--- config.mk ---
export PLATFORM = sky130hd
export DESIGN_NAME = lsu_hazard_scoreboard_flat
export DESIGN_NICKNAME = d
export VERILOG_FILES = /design/src/rtl/lsu_hazard_scoreboard_if.sv /design/src/rtl/lsu_hazard_scoreboard.sv /design/src/flat_wrapper.sv
export SDC_FILE = /design/constraint.sdc
export NUM_CORES = 1
export LEC_CHECK = 0
export CORE_MARGIN = 2
export CORE_UTILIZATION = 61
export CTS_CLUSTER_SIZE = 20
export DETAILED_ROUTE_END_ITERATION = 7
export PLACE_DENSITY = 0.87
export SLEW_MARGIN = 20
export SYNTH_ARGS = -nofsm -noshare
export SYNTH_HDL_FRONTEND = slang
export SYNTH_SLANG_ARGS = --single-unit
--- constraint.sdc ---
create_clock -name clk -period 9.7 [get_ports clk]
set_input_delay 1.94 -clock clk [delete_from_list [all_inputs] [get_ports clk]]
set_output_delay 1.94 -clock clk [all_outputs]
set_load 0.05 [all_outputs]
--- src/rtl/lsu_hazard_scoreboard_if.sv ---
// Control-flow classification of the D-stage instruction plus the
// scoreboard's handshake bundle. master = pipeline side (drives issue/wb/D
// fields), slave = scoreboard (drives hazard outputs and status).
package lsu_hazard_scoreboard_pkg;
  typedef enum logic [1:0] {
    CFLOW_NONE   = 2'd0,
    CFLOW_BRANCH = 2'd1,
    CFLOW_JALR   = 2'd2,
    CFLOW_JAL    = 2'd3
  } cflow_mode_t;
endpackage

interface lsu_hazard_scoreboard_if #(
  parameter int NREG            = 32,
  parameter int MAX_OUTSTANDING = 4,
  parameter int CNT_W           = $clog2(MAX_OUTSTANDING + 1)
);
  import lsu_hazard_scoreboard_pkg::*;
  localparam int RW = $clog2(NREG);

  // E-stage issue and writeback of long-latency ops
  logic              issue_valid_e;
  logic [RW-1:0]     issue_rd_e;
  logic              wb_valid;
  logic [RW-1:0]     wb_rd;
  // D-stage instruction fields
  logic [RW-1:0]     rs1_d;
  logic [RW-1:0]     rs2_d;
  logic [RW-1:0]     rd_d;
  logic              use_rs1_d;
  logic              use_rs2_d;
  logic              wr_rd_d;
  logic              long_d;
  cflow_mode_t       cflow_mode;
  // hazard outputs and status
  logic              flag;
  logic              stall_f;
  logic              stall_d;
  logic              flush_e;
  logic [CNT_W-1:0]  outstanding;
  logic              sb_error;

  modport master (
    output issue_valid_e, issue_rd_e, wb_valid, wb_rd,
           rs1_d, rs2_d, rd_d, use_rs1_d, use_rs2_d, wr_rd_d, long_d, cflow_mode,
    input  flag, stall_f, stall_d, flush_e, outstanding, sb_error
  );

  modport slave (
    input  issue_valid_e, issue_rd_e, wb_valid, wb_rd,
           rs1_d, rs2_d, rd_d, use_rs1_d, use_rs2_d, wr_rd_d, long_d, cflow_mode,
    output flag, stall_f, stall_d, flush_e, outstanding, sb_error
  );
endinterface

--- src/rtl/lsu_hazard_scoreboard.sv ---
// Per-register pending scoreboard for unbounded-latency loads and mul/div;
// stall outputs are combinational off registered state (0 cycles), counter
// and error flag update on the clock. Ports: clk, reset, sb (slave modport).
module lsu_hazard_scoreboard
  import lsu_hazard_scoreboard_pkg::*;
#(
  parameter int NREG            = 32,
  parameter int MAX_OUTSTANDING = 4,
  parameter int CNT_W           = $clog2(MAX_OUTSTANDING + 1)
) (
  input  logic                    clk,
  input  logic                    reset,
  lsu_hazard_scoreboard_if.slave  sb
);

  logic [NREG-1:1]  pending_q;
  logic [CNT_W-1:0] outstanding_q;
  logic             sb_error_q;

  logic [NREG-1:0]  pend_full;
  logic [NREG-1:0]  set_vec;
  logic [NREG-1:0]  clr_vec;
  logic [NREG-1:0]  busy_vec;
  logic [NREG-1:0]  busy_br_vec;
  logic [NREG-1:0]  rs_busy_vec;
  logic [CNT_W:0]   proj_cnt;
  logic             use_br;
  logic             raw, waw, full, stall;
  logic             overflow, underflow, stray_wb;

  always_comb begin
    set_vec = '0;
    clr_vec = '0;
    if (sb.issue_valid_e) set_vec[sb.issue_rd_e] = 1'b1;
    if (sb.wb_valid)      clr_vec[sb.wb_rd]      = 1'b1;
    // x0 is never tracked
    set_vec[0] = 1'b0;
    clr_vec[0] = 1'b0;
    pend_full  = {pending_q, 1'b0};

    // Set beats clear, so busy_vec is also exactly the next pending state.
    busy_vec    = (pend_full & ~clr_vec) | set_vec;
    // D-stage comparators cannot take a same-cycle writeback bypass.
    busy_br_vec = pend_full | set_vec;

    use_br      = (sb.cflow_mode == CFLOW_BRANCH) || (sb.cflow_mode == CFLOW_JALR);
    rs_busy_vec = use_br ? busy_br_vec : busy_vec;

    raw = (sb.use_rs1_d && rs_busy_vec[sb.rs1_d]) ||
          (sb.use_rs2_d && rs_busy_vec[sb.rs2_d]);
    waw = sb.wr_rd_d && (sb.rd_d != '0) && busy_vec[sb.rd_d];

    // Projected in-flight count; an underflowing writeback projects to 0,
    // which can never reach the limit, same as the signed arithmetic would.
    proj_cnt = {1'b0, outstanding_q} + {{CNT_W{1'b0}}, sb.issue_valid_e};
    if (sb.wb_valid && (proj_cnt != '0)) proj_cnt = proj_cnt - (CNT_W+1)'(1);
    full = sb.long_d && (proj_cnt >= (CNT_W+1)'(MAX_OUTSTANDING));

    stall = raw | waw | full;

    overflow  = sb.issue_valid_e && !sb.wb_valid &&
                (outstanding_q == CNT_W'(MAX_OUTSTANDING));
    underflow = sb.wb_valid && !sb.issue_valid_e && (outstanding_q == '0);
    stray_wb  = sb.wb_valid && (sb.wb_rd != '0) && !pend_full[sb.wb_rd] &&
                !(sb.issue_valid_e && (sb.issue_rd_e == sb.wb_rd));
  end

  always_ff @(posedge clk or posedge reset) begin
    if (reset) begin
      pending_q     <= '0;
      outstanding_q <= '0;
      sb_error_q    <= 1'b0;
    end else begin
      pending_q <= busy_vec[NREG-1:1];
      // Counter saturates at both ends; the error flag records the attempt.
      case ({sb.issue_valid_e, sb.wb_valid})
        2'b10: if (!overflow)  outstanding_q <= outstanding_q + CNT_W'(1);
        2'b01: if (!underflow) outstanding_q <= outstanding_q - CNT_W'(1);
        default: ;
      endcase
      if (overflow || underflow || stray_wb) sb_error_q <= 1'b1;
    end
  end

  assign sb.flag        = stall;
  assign sb.stall_f     = stall;
  assign sb.stall_d     = stall;
  assign sb.flush_e     = stall;
  assign sb.outstanding = outstanding_q;
  assign sb.sb_error    = sb_error_q;

endmodule

--- src/flat_wrapper.sv ---
// flat-port wrapper written by rule: the top's interface ports become plain ports
module lsu_hazard_scoreboard_flat import lsu_hazard_scoreboard_pkg::*;
#(
  parameter int NREG            = 32,
  parameter int MAX_OUTSTANDING = 4,
  parameter int CNT_W           = $clog2(MAX_OUTSTANDING + 1)
)
  (clk, reset, sb_issue_valid_e, sb_issue_rd_e, sb_wb_valid, sb_wb_rd, sb_rs1_d, sb_rs2_d, sb_rd_d, sb_use_rs1_d, sb_use_rs2_d, sb_wr_rd_d, sb_long_d, sb_cflow_mode, sb_flag, sb_stall_f, sb_stall_d, sb_flush_e, sb_outstanding, sb_sb_error);
  lsu_hazard_scoreboard_if #(.NREG(NREG), .MAX_OUTSTANDING(MAX_OUTSTANDING), .CNT_W(CNT_W)) sb_i ();
  input  logic clk;
  input  logic reset;
  input wire logic [$bits(sb_i.issue_valid_e)-1:0] sb_issue_valid_e;
  input wire logic [$bits(sb_i.issue_rd_e)-1:0] sb_issue_rd_e;
  input wire logic [$bits(sb_i.wb_valid)-1:0] sb_wb_valid;
  input wire logic [$bits(sb_i.wb_rd)-1:0] sb_wb_rd;
  input wire logic [$bits(sb_i.rs1_d)-1:0] sb_rs1_d;
  input wire logic [$bits(sb_i.rs2_d)-1:0] sb_rs2_d;
  input wire logic [$bits(sb_i.rd_d)-1:0] sb_rd_d;
  input wire logic [$bits(sb_i.use_rs1_d)-1:0] sb_use_rs1_d;
  input wire logic [$bits(sb_i.use_rs2_d)-1:0] sb_use_rs2_d;
  input wire logic [$bits(sb_i.wr_rd_d)-1:0] sb_wr_rd_d;
  input wire logic [$bits(sb_i.long_d)-1:0] sb_long_d;
  input wire logic [$bits(sb_i.cflow_mode)-1:0] sb_cflow_mode;
  output wire logic [$bits(sb_i.flag)-1:0] sb_flag;
  output wire logic [$bits(sb_i.stall_f)-1:0] sb_stall_f;
  output wire logic [$bits(sb_i.stall_d)-1:0] sb_stall_d;
  output wire logic [$bits(sb_i.flush_e)-1:0] sb_flush_e;
  output wire logic [$bits(sb_i.outstanding)-1:0] sb_outstanding;
  output wire logic [$bits(sb_i.sb_error)-1:0] sb_sb_error;
  assign sb_i.issue_valid_e = sb_issue_valid_e;
  assign sb_i.issue_rd_e = sb_issue_rd_e;
  assign sb_i.wb_valid = sb_wb_valid;
  assign sb_i.wb_rd = sb_wb_rd;
  assign sb_i.rs1_d = sb_rs1_d;
  assign sb_i.rs2_d = sb_rs2_d;
  assign sb_i.rd_d = sb_rd_d;
  assign sb_i.use_rs1_d = sb_use_rs1_d;
  assign sb_i.use_rs2_d = sb_use_rs2_d;
  assign sb_i.wr_rd_d = sb_wr_rd_d;
  assign sb_i.long_d = sb_long_d;
  assign sb_i.cflow_mode = sb_cflow_mode;
  assign sb_flag = sb_i.flag;
  assign sb_stall_f = sb_i.stall_f;
  assign sb_stall_d = sb_i.stall_d;
  assign sb_flush_e = sb_i.flush_e;
  assign sb_outstanding = sb_i.outstanding;
  assign sb_sb_error = sb_i.sb_error;
  lsu_hazard_scoreboard #(.NREG(NREG), .MAX_OUTSTANDING(MAX_OUTSTANDING), .CNT_W(CNT_W)) u_core (.clk(clk), .reset(reset), .sb(sb_i));
endmodule
==> results.toml, run 1 <==
[status]
status = "finished, final reports clean"

[die]
dieArea_um2 = 6260
pin_count = 43
start_util = 0.629
coreArea_um2 = 5470
num_rows = 27
fp.dieH_um = 79.1
chipWidth_um = 79.1

[synthesis]
synth-edff-count = 0
netlist.area_leader.share = 0.254
synthCells = 435
synth_top_area_cell = "dfrtp_1"
ys_ff_latch = 35
synth_area_per_cell_um2 = 7.92
synth_area_um2 = 3440
synth_commonest_cells = "nand2_1, dfrtp_1, o21ai_0"
synth_seq_area_share = 0.254
synth_warnings = 0
synth_most_common_cell = "nand2_1"
synth_cell_type_count = 68
synth-main-ff-cell = "dfrtp_1"
async_flop_share = 1.00
synth_area_leaders = "dfrtp_1, nand2_1, mux4_2, o21ai_0, nand3_1"
syn-num-nets = 475

[sta]
worstMarginPinSlew_ps = 1010
fmax_mhz = 126
post-route-period-util = 0.817
finalSetupTns_ps = 0
fin_ws_ps = 1780
final-hold-violation-count = 0
slew_headroom = 0.323
setup-violations-final = 0
fin_crit_ps = 7920
maxSlewViolCount = 0
skew_ps = 8.26
rsz0062_at_grt = "false"

[global_routing]
antenna_found_initial = 0
grtUsageMet1 = 0.485
grt_pass1_wl_mm = 18.4
use_met2 = 0.613
grt_overflow_total = 0
use_met3 = 0.0727
grtUsageTotal = 0.384
grt_pass1_vias = 3638
grt_max_degree = 36
busiest_layer = "met2"

[setup_path]
cp.arrival_ps = 5980
cp-end-kind = "primary output"
path_class = "input port to primary output"
start_kind = "input port"
required_ps = 7760
path_max_fanout = 14

[cells_and_area]
fin_cells = 526
antenna_cells = 0
drive_gt1_frac = 0.0881
nets = 493
area_delta_synth_final_pct = 13.9

[power_and_ir_drop]
leakage_nw = 1.65
ir_worst_vdd_mv = 0.131
powerDensity_nw_per_um2 = 179

[routing]
vias_per_cell = 7.28
drtAntennaViolNets = 0
dr.pass1.iters = 6
wire_per_inst_um = 22.1
drtIter0Drc = 600
wl_mm = 11.7
via_count = 3828
drcViolationCount = 0

[placement]
port_buffers = 42
dp_cells = 518
dp_hpwl_mm = 8.60
dp_slack_ps = 1860
globalplace.congestion = 0.972

[clocking]
holdBufCountCts = 0
post-cts-setup-buffers = 0
clock_latency_ps = 290
clockBufferDepth = 2
cts_tree = "done"
cts.sinks = 35
cts_resized = 0
numCtsBuffers = 5
cts_root_buffer = "clkbuf_8"
clkTransAtPathRegs_ps = 70
h-tree-depth = 2

[run]
max-cap-violations = 0

[min_path]
hold_path_class = "flop to flop"
## registers in the layout (all words and copies together), names as in the netlist
name                   count
u_core.pending_q          31
u_core.sb.outstanding      3
u_core.sb.sb_error         1
## through the flow
| stage | area [µm²] | util | hold slack, ps | power [W] |
|---|---|---|---|---|
| global placement | 3810 | 0.696 | 455 | 0.000545 |
| detailed placement | 3810 | 0.696 | 480 | 0.000553 |
| floorplan | 3440 | - | 494 | 0.000452 |
| finish | 3930 | 0.717 | 494 | 0.000704 |
| global route | 3930 | 0.717 | 549 | 0.000734 |
| CTS | 3930 | 0.717 | 496 | 0.000692 |
## report_power, final
part	internal, W	switching [W]
Sequential	0.000182	0.0000450
Combinational	0.000132	0.000205
Clock	0.0000833	0.0000576
Total	0.000397	0.000307
## kinds of logic after synthesis
group	count (synthesis)	synth area share
AND/OR/NAND/NOR	204	0.306
XOR/XNOR	8	0.0203
adder cells (fa/ha/maj)	5	0.0203
flip-flops	35	0.254
multiplexers	19	0.101
AO/OA/AOI/OAI	113	0.228
buffers and inverters	51	0.0690
## cell type report
| cell class | instances | area (µm²) |
|---|---|---|
| clock buffers | 6 | 82.6 |
| repair buffers | 44 | 435 |
| inverters | 18 | 67.6 |
| clock inverters | 2 | 35.0 |
| multi-input cells | 349 | 2340 |
| well taps | 72 | 90.1 |
| flip-flops and latches | 35 | 876 |
| fillers | 460 | 1550 |
## per-layer routing
metal | vias up | part of all wire | routed length, µm
met5 | - | 0 | 0
met4 | 0 | 0.068 | 790
met3 | 77 | 0.10 | 1210
met2 | 308 | 0.47 | 5420
met1 | 1787 | 0.36 | 4230
li1 | 1656 | - | -
## cell usage in the layout (no fill, tap or decap), types with 5 or more instances in the layout
cell and n:
clkdlybuf4s50_1 42, nand2_1 97, mux4_2 10, nor3_1 8, a21oi_1 18, o21ai_0 26
a32oi_1 5, nor2_1 9, mux2i_1 6, nand3_1 24, nand3b_1 5, o211ai_1 7
and3_1 7, clkbuf_8 6, nand2b_1 5, o22ai_1 6, dfrtp_1 35, inv_1 18
nand4_1 15, nor3b_1 5, xor2_1 6, o31ai_1 9, and3b_1 5
## path summary, 6_finish.rpt
kind / from / endpoint / slack (ps) / cells past startpoint
min in group asynchronous: reset / u_core.pending_q[14] / 2060 / 3
setup reg to reg: u_core.pending_q[15] / u_core.sb.sb_error / 7540 / 6
setup / recovery: sb_wb_rd[0] / sb_flush_e / 1780 / 10
hold / removal: u_core.sb.sb_error / u_core.sb.sb_error / 490 / 1
hold reg to reg: u_core.sb.sb_error / u_core.sb.sb_error / 490 / 1
max in group asynchronous: reset / u_core.pending_q[24] / 7290 / 3
## critical path, cell delays in order
cell             delay, ps
clkdlybuf4s50_1        760
nand3b_1               690
o21ai_0                500
nand3_1                170
mux4_2                 500
mux2i_1                170
nor3_1                  80
nor4_2                 220
nand4_1                180
clkdlybuf4s50_1        760
No activity file was read; power rests on OpenSTA's default activity.
==> run 2: changes to the inputs <==
--- a/config.mk
+++ b/config.mk
@@ -6,10 +6,10 @@
 export NUM_CORES = 1
 export LEC_CHECK = 0
 export CORE_MARGIN = 2
-export CORE_UTILIZATION = 61
+export CORE_UTILIZATION = 57
 export CTS_CLUSTER_SIZE = 20
 export DETAILED_ROUTE_END_ITERATION = 7
-export PLACE_DENSITY = 0.87
+export PLACE_DENSITY = 0.82
 export SLEW_MARGIN = 20
 export SYNTH_ARGS = -nofsm -noshare
 export SYNTH_HDL_FRONTEND = slang
==> constraint.sdc (replaced) <==
create_clock -name clk -period 8.1 [get_ports clk]
set_input_delay 1.62 -clock clk [delete_from_list [all_inputs] [get_ports clk]]
set_output_delay 1.62 -clock clk [all_outputs]
set_load 0.05 [all_outputs]
==> results.toml, run 2 (synthesis results as in run 1) <==
[status]
status = "finished, final reports clean"

[power_and_ir_drop]
powerDensity_nw_per_um2 = 206
total_power_w = 0.000802
leakage_nw = 1.63
ir_worst_vdd_mv = 0.147

[die]
dieArea_um2 = 6680
start_util = 0.585
coreArea_um2 = 5890
num_rows = 28
chipWidth_um = 81.7
fp.dieH_um = 81.7
pin_count = 43

[routing]
wl_mm = 11.9
drtAntennaViolNets = 0
wire_per_inst_um = 22.4
drtIter0Drc = 501
dr.pass1.iters = 5
via_count = 3778
drcViolationCount = 0
vias_per_cell = 7.13

[cells_and_area]
final_cell_mix = "nand2_1, clkdlybuf4s50_1, dfrtp_1"
area_delta_synth_final_pct = 13.2
max_flop_register = "u_core.pending_q"
final_common_cell = "nand2_1"
largest_reg_flops = 31
nets = 494
antenna_cells = 0
drive_gt1_frac = 0.0857

[placement]
globalplace.congestion = 1.02
dp_hpwl_mm = 8.95
port_buffers = 42
dp_slack_ps = 888

[setup_path]
cp.arrival_ps = 5670
slowest_delay_ps = 900
cp-end-kind = "primary output"
cpMostUsedCell = "clkdlybuf4s50_1"
start_kind = "input port"
path_max_fanout = 14
crit_path_cell_trace = "clkdlybuf4s50_1, nand3b_1, o21ai_0, a21oi_1, a211o_1, a2111oi_0, nand4_1, clkdlybuf4s50_1"
required_ps = 6480
cp_slowest_cell = "clkdlybuf4s50_1"
path_class = "input port to primary output"

[sta]
rsz0062_at_grt = "false"
fin_crit_ps = 7290
holdWs_ps = 480
final-hold-violation-count = 0
skew_ps = 3.89
fin_ws_ps = 811
finalSetupTns_ps = 0
setup-violations-final = 0
worstMarginPinSlew_ps = 999
post-route-period-util = 0.900
fmax_mhz = 137
slew_headroom = 0.334
maxSlewViolCount = 0

[clocking]
holdBufCountCts = 0
clock_latency_ps = 300
h-tree-depth = 2
post-cts-setup-buffers = 0
clockBufferDepth = 2
cts_root_buffer = "clkbuf_8"
cts_tree = "done"
clkTransAtPathRegs_ps = 70
numCtsBuffers = 5
cts_resized = 0
cts.sinks = 35

[global_routing]
grt_overflow_total = 0
grt_pass1_wl_mm = 18.2
grt_max_degree = 36
grtUsageTotal = 0.368
grt_pass1_vias = 3551
antenna_found_initial = 0

[run]
max-cap-violations = 0

[min_path]
hold_path_class = "flop to flop"
[run 2: cell types whose count changed in the layout (fill, tap and decap cells not counted)]
cell	change
clkbuf_1	+2
buf_4	+1
bufinv_16	-1
clkbuf_8	-1
[run 2: worst max-delay path, delay by kind of cell]
| family | cells | cell delay [ps] |
|---|---|---|
| buf+inv | 2 | 1660 |
| simple gates | 2 | 810 |
| compound gates | 4 | 1560 |
[run 2: metal layers]
metal	up-vias	wire length, µm	share of wire	global-route usage
li1	1652	-	-	-
met1	1792	4420	0.37	0.457
met2	276	5620	0.47	0.596
met3	58	1120	0.095	0.0659
met4	0	697	0.059	0.217
met5	-	0	0	0
[run 2: layout make-up]
cell class / count / area, µm²
Multi-Input combinational cell: 349 / 2340
Fill cell: 512 / 1990
Sequential cell: 35 / 876
Timing Repair Buffer: 45 / 443
Tap cell: 75 / 93.8
Clock buffer: 7 / 76.3
Inverter: 18 / 67.6
Clock inverter: 1 / 5.00
[run 2: path summary, 6_finish.rpt]
| check | depth (start not counted) | endpoint | slack, ps | startpoint |
|---|---|---|---|---|
| min in group asynchronous | 3 | u_core.pending_q[28] | 1740 | reset |
| max in group asynchronous | 3 | u_core.pending_q[12] | 6030 | reset |
| worst max register to register | 6 | u_core.sb.sb_error | 5860 | u_core.pending_q[15] |
| worst max-delay path | 8 | sb_stall_d | 810 | sb_wb_rd[0] |
| worst min register to register | 1 | u_core.sb.sb_error | 480 | u_core.sb.sb_error |
| worst min-delay path | 1 | u_core.sb.sb_error | 480 | u_core.sb.sb_error |
[run 2: where the power goes]
group | internal [W] | total (W) | switching, W | leakage [nW]
combinational | 0.000158 | 0.000402 | 0.000243 | 1.17
sequential | 0.000218 | 0.000274 | 0.0000558 | 0.425
clock | 0.0000604 | 0.000126 | 0.0000659 | 0.0422
[run 2: metrics by stage]
step | instances | utilization | instance area [µm²]
finish | 530 | 0.663 | 3900
global route | 530 | 0.663 | 3900
CTS | 530 | 0.663 | 3900
detailed placement | 522 | 0.649 | 3820
global placement | 522 | 0.649 | 3820
floorplan | 435 | - | 3440
==> run 3: changes to the inputs <==
--- a/config.mk
+++ b/config.mk
@@ -9,6 +9,7 @@
 export CORE_UTILIZATION = 57
 export CTS_CLUSTER_SIZE = 20
 export DETAILED_ROUTE_END_ITERATION = 7
+export GPL_ROUTABILITY_DRIVEN = 1
 export PLACE_DENSITY = 0.82
 export SLEW_MARGIN = 20
 export SYNTH_ARGS = -nofsm -noshare
==> results of run 3 <==
No change in the layout: final DEF, timing and power equal those of run 2.
